===== src/rtl/gpio_pad_cfg_sequencer.sv =====
// Shadow/live GPIO pad configuration store with a paced apply sequencer that
// copies one pad per LOAD cycle from the shadow array into the live outputs.
module gpio_pad_cfg_sequencer #(
    parameter int unsigned NUM_PADS      = 44,
    parameter int unsigned SETTLE_CYCLES = 4,
    parameter logic [10:0] RESET_CFG     = 11'h100
) (
    input  logic                wb_clk_i,
    input  logic                wb_rst_i,
    input  logic                cfg_valid,
    output logic                cfg_ready,
    input  logic [5:0]          cfg_pad,
    input  logic [10:0]         cfg_data,
    output logic                cfg_err,
    input  logic                apply_req,
    output logic                busy,
    output logic                done,
    output logic [5:0]          cur_pad,
    output logic [NUM_PADS-1:0] gpio_dm2,
    output logic [NUM_PADS-1:0] gpio_dm1,
    output logic [NUM_PADS-1:0] gpio_dm0,
    output logic [NUM_PADS-1:0] gpio_analog_pol,
    output logic [NUM_PADS-1:0] gpio_analog_sel,
    output logic [NUM_PADS-1:0] gpio_analog_en,
    output logic [NUM_PADS-1:0] gpio_holdover,
    output logic [NUM_PADS-1:0] gpio_slow_sel,
    output logic [NUM_PADS-1:0] gpio_vtrip_sel,
    output logic [NUM_PADS-1:0] gpio_ib_mode_sel,
    output logic [NUM_PADS-1:0] gpio_inp_dis
);

    typedef enum logic [1:0] {IDLE, LOAD, SETTLE, DONE} state_t;

    localparam logic [5:0] LAST_PAD    = 6'(NUM_PADS - 1);
    localparam logic [6:0] PAD_LIMIT   = 7'(NUM_PADS);
    localparam logic [3:0] SETTLE_INIT = 4'(SETTLE_CYCLES - 1);

    state_t state, state_next;

    logic [NUM_PADS-1:0][10:0] shadow;
    logic [NUM_PADS-1:0][10:0] live;
    logic [3:0]                settle_cnt;
    logic                      last_pad;
    logic                      write_fire;
    logic                      pad_ok;

    assign cfg_ready  = (state == IDLE);
    assign busy       = (state == LOAD) || (state == SETTLE);
    assign done       = (state == DONE);
    assign last_pad   = (cur_pad == LAST_PAD);
    assign write_fire = cfg_valid && cfg_ready;
    assign pad_ok     = ({1'b0, cfg_pad} < PAD_LIMIT);

    always_ff @(posedge wb_clk_i) begin
        if (wb_rst_i) begin
            state <= IDLE;
        end else begin
            state <= state_next;
        end
    end

    always_comb begin
        state_next = state;
        case (state)
            IDLE: begin
                if (apply_req) state_next = LOAD;
            end
            LOAD: begin
                if (SETTLE_CYCLES != 0) state_next = SETTLE;
                else if (last_pad)      state_next = DONE;
                else                    state_next = LOAD;
            end
            SETTLE: begin
                if (settle_cnt == '0) state_next = last_pad ? DONE : LOAD;
            end
            DONE: state_next = IDLE;
            default: state_next = IDLE;
        endcase
    end

    // Shadow writes are only possible in IDLE, so the shadow is frozen while a sequence runs.
    always_ff @(posedge wb_clk_i) begin
        if (wb_rst_i) begin
            shadow     <= {NUM_PADS{RESET_CFG}};
            live       <= {NUM_PADS{RESET_CFG}};
            cur_pad    <= '0;
            settle_cnt <= '0;
            cfg_err    <= 1'b0;
        end else begin
            cfg_err <= write_fire && !pad_ok;
            if (write_fire && pad_ok) shadow[cfg_pad] <= cfg_data;
            case (state)
                IDLE: cur_pad <= '0;
                LOAD: begin
                    live[cur_pad] <= shadow[cur_pad];
                    if (SETTLE_CYCLES != 0) begin
                        settle_cnt <= SETTLE_INIT;
                    end else begin
                        cur_pad <= last_pad ? 6'd0 : cur_pad + 6'd1;
                    end
                end
                SETTLE: begin
                    if (settle_cnt != '0) begin
                        settle_cnt <= settle_cnt - 4'd1;
                    end else begin
                        cur_pad <= last_pad ? 6'd0 : cur_pad + 6'd1;
                    end
                end
                DONE: cur_pad <= '0;
                default: cur_pad <= '0;
            endcase
        end
    end

    for (genvar k = 0; k < NUM_PADS; k++) begin : g_pad
        assign gpio_dm2[k]         = live[k][10];
        assign gpio_dm1[k]         = live[k][9];
        assign gpio_dm0[k]         = live[k][8];
        assign gpio_analog_pol[k]  = live[k][7];
        assign gpio_analog_sel[k]  = live[k][6];
        assign gpio_analog_en[k]   = live[k][5];
        assign gpio_holdover[k]    = live[k][4];
        assign gpio_slow_sel[k]    = live[k][3];
        assign gpio_vtrip_sel[k]   = live[k][2];
        assign gpio_ib_mode_sel[k] = live[k][1];
        assign gpio_inp_dis[k]     = live[k][0];
    end

endmodule

===== config.mk =====
export PLATFORM = sky130hd
export DESIGN_NAME = gpio_pad_cfg_sequencer
export DESIGN_NICKNAME = d
export VERILOG_FILES = /design/src/rtl/gpio_pad_cfg_sequencer.sv
export SDC_FILE = /design/constraint.sdc
export NUM_CORES = 2
export LEC_CHECK = 0
export ABC_AREA = 1
export BUFFER_PORTS_ARGS = -buffer_cell sky130_fd_sc_hd__buf_2
export CAP_MARGIN = 15
export CORE_ASPECT_RATIO = 1.25
export CORE_UTILIZATION = 58
export DETAILED_ROUTE_END_ITERATION = 12
export PLACE_DENSITY_LB_ADDON = 0.3
export SLEW_MARGIN = 30
export SYNTH_ARGS = -nofsm -noshare
export SYNTH_HDL_FRONTEND = slang
export SYNTH_SLANG_ARGS = --single-unit

===== constraint.sdc =====
create_clock -name wb_clk_i -period 2.7 [get_ports wb_clk_i]
set_clock_uncertainty 0.05 [all_clocks]
set_input_delay 0.135 -clock wb_clk_i [delete_from_list [all_inputs] [get_ports wb_clk_i]]
set_output_delay 0.135 -clock wb_clk_i [all_outputs]
set_load 0.01 [all_outputs]

==> run_results.csv <==
group,metric,value,unit
global_route,grt_start_max_net_pins,127,
setup_path,required,3.23,ns
setup_path,crit_family,"simple AND/OR/NAND/NOR gates",
cts,clk_pin_slew,0.07,ns
sta,tightestPinTransition,0.801,ns
sta,finalHoldWorstSlack,0.0491,ns
setup_path,path_buf_inv,4,
sta,tns,0,ns
setup_path,cpMostUsedCell,"nand2_1",
drt,drt_first_pass_iters,7,
sta,setup_viol_count_final,0,
floorplanning,rows,110,
power,clkPwrFrac,38.8,%
synthesis,synth-edff-count,0,
synthesis,ys_ff_latch,981,
power,pwr-share-seq,41.5,%
setup_path,crit_path_max_incr_delay,0.43,ns
drt,wl_per_cell,18.7,µm
cts,clk_path_buf_depth,3,
setup_path,crit_chain,"buf_4 > buf_6 > nand2_1 > nand3_1 > nand2_1 > o21ai_1 > nand2_1 > nor2_4 > buf_12 > nand3_1 > nand2_1 > inv_1",
status,status,"complete, no violations",
power,swShare,31.2,%
drt,drt_iter0_markers,4279,
synthesis,ys_top_cells_by_count,"1,359 x nand2_1, 981 x dfxtp_1, 975 x nor2_1",
drt,ant_nets,0,
setup_path,start_kind,"register",
sta,fin_crit,2.63,ns
sta,max_freq,0.380,GHz
setup_path,critPathKind,"reg2reg",
global_route,track_usage,36.8,%
cts,cts_tree,"done",
layout,final_layout_size_suffix_gt1_share,14.3,%
setup_path,crit_slowest_cell,"dfxtp_4",
cts,cts_root_buffer,"clkbuf_16",
drt,vias,42099,
synthesis,synthMostInstantiatedCell,"nand2_1",
layout,areaGrowthSynthToFinish,16.7,%
floorplanning,die-height,304,µm
global_route,antenna_found_initial,1,
synthesis,syn_area,42400,µm²
power,power_switching,11.2,mW
cts,htreeDepth,3,
place,numPortBuffers,514,
floorplanning,die-area,74200,µm²
layout,n_fill_cell,6054,
synthesis,ys.flop_type,"dfxtp_1",
sta,min_period_over_period,97.5,%
global_route,grt_pass1_vias,37541,
synthesis,synth_cell_type_count,29,
power,p_leak,24.3,nW
layout,fin_nets,6606,
drt,drc,0,
setup_path,end_kind,"register",
cts,numCtsBuffers,94,
floorplanning,boundaryPins,515,
sta,hold_violations,0,
synthesis,ys_async_sr_fraction,0,%
sta,max-slew-margin-rel,46.6,%
synthesis,synth_top_area_share,46.3,%
power,power.total,35.9,mW
global_route,grt_pass1_wl,217000,µm
sta,rsz0062_at_grt,"false",
floorplanning,die-width,244,µm
place,gp_congestion,0.917,
drt,vias_per_cell,5.54,
floorplanning,start_util,58.7,%
cts,clkLatencyLatePin,0.68,ns
hold_path,hold_path.class,"in2reg",
floorplanning,core_area,72300,µm²
power,powerDensity,725,nW/µm²
synthesis,synthCells,6255,
synthesis,yosysSeqAreaShare,46.3,%
sta,finalMaxSlewViolations,0,
power,comb_power_share,19.7,%
layout,layout.area.seq,19600,µm²
setup_path,crit_fanout,32,
global_route,grt-ovfl-total,0,
synthesis,synth.area.top_cells,"dfxtp_1 46%, nand2_1 12%, nor2_1 8.6%",
cts,cts.sinks,981,
place,detailed_place_hpwl,91000,µm
synthesis,synth.largest_area_cell,"dfxtp_1",
setup_path,critPathArrivalTime,3.16,ns
run,cap_violations,0,
synthesis,yosys_warnings,0,
synthesis,synth_nets,6284,
layout,multi_input_area,18000,µm²
synthesis,avgSynthCellArea,6.78,µm²
power,ir_drop,0.000580,V
drt,totalWireLength,142000,µm
power,p_int,24.7,mW
[registers in the layout, indices dropped and copies added (netlist names)]
| register | flops |
|---|---|
| cur_pad | 6 |
| gpio_slow_sel | 44 |
| gpio_dm0 | 44 |
| gpio_holdover | 44 |
| settle_cnt | 4 |
| gpio_inp_dis | 44 |
| gpio_vtrip_sel | 44 |
| cfg_err | 1 |
| gpio_analog_sel | 44 |
| shadow | 484 |
| gpio_ib_mode_sel | 44 |
| gpio_dm2 | 44 |
| gpio_dm1 | 44 |
| state | 2 |
| gpio_analog_en | 44 |
| gpio_analog_pol | 44 |
[path summary, 6_finish.rpt]
kind | depth (start not counted) | to | startpoint | slack (ns)
max | 12 | gpio_analog_en[31] | cur_pad[0] | 0.07
min | 3 | shadow[8] | cfg_data[8] | 0.05
max reg2reg | 12 | gpio_analog_en[31] | cur_pad[0] | 0.07
min reg2reg | 2 | shadow[428] | shadow[428] | 0.40
[worst min-delay path, stage by stage]
cell     delay [ns]
buf_2          0.35
nand2_1        0.17
nand3_1        0.06
[cell usage in the layout (no fill, tap or decap), types with 14 or more instances in the layout]
cell type / Yosys / final
a21oi_1: 502 / 502
a211oi_1: 63 / 63
clkbuf_8: 0 / 27
o21ai_0: 460 / 459
clkinv_2: 0 / 14
dfxtp_1: 981 / 979
or2_2: 16 / 16
dlygate4sd3_1: 0 / 20
o211ai_1: 55 / 55
inv_1: 674 / 674
nor2_1: 975 / 964
nor2_4: 9 / 21
buf_2: 219 / 513
nor3_1: 18 / 18
buf_12: 0 / 37
nand2_1: 1359 / 1358
clkbuf_1: 244 / 17
nor2_2: 23 / 22
o21ai_1: 39 / 40
clkbuf_16: 0 / 96
nand3_1: 523 / 522
inv_2: 30 / 30
buf_4: 12 / 151
[cells by family after synthesis]
group / count (synthesis) / synth area share [%]
AND/OR/NAND/NOR: 2939 / 28.1
buffers and inverters: 1206 / 11.4
AO/OA/AOI/OAI: 1121 / 13.9
flip-flops: 981 / 46.3
adder cells (fa/ha/maj): 8 / 0.236
[layout make-up]
class                      instances  area share, %
sequential                       981           39.7
multi-input combinational       4068           36.4
timing repair buffer             726           9.53
clock buffer                     140           5.73
inverter                         706           5.37
tap                              952           2.41
clock inverter                    30          0.842
antenna                            1        0.00506
[metal layers]
layer	track usage, %	part of all wire [%]
met3	6.29	9.2
met4	23.6	6.7
met1	45.0	38
met5	0	0
met2	59.8	47
[timing repair]
item | in CTS | in global routing
endpoints found under the setup margin | 0 | 254
hold buffers | 20 | 0
endpoints found under the hold margin | 136 | 0
resized for setup | 0 | 6
buffers inserted | 0 | 1
[per-stage QoR]
stage | area [µm²] | std cells | utilization (%) | worst slack (ns)
after floorplan | 42400 | 6255 | - | 0.651
after global placement | 46000 | 7411 | 63.6 | 0.180
after detailed placement | 46000 | 7412 | 63.7 | 0.119
after CTS | 49500 | 7602 | 68.5 | 0.0598
after global routing | 49500 | 7604 | 68.5 | 0.0171
final | 49500 | 7604 | 68.5 | 0.0671
[power groups by stage]
| stage | logic, mW | clock network (mW) | registers (mW) |
|---|---|---|---|
| 3_3_place_gp | 6.75 | 0 | 15.2 |
| 4_1_cts | 6.85 | 14.0 | 14.9 |
| 5_1_grt | 7.45 | 14.6 | 14.9 |
| 6_report | 7.08 | 13.9 | 14.9 |
| 2_1_floorplan | 4.07 | 0 | 15.2 |
| 3_5_place_dp | 6.80 | 0 | 15.2 |
Power figures use the tool's default switching activity.
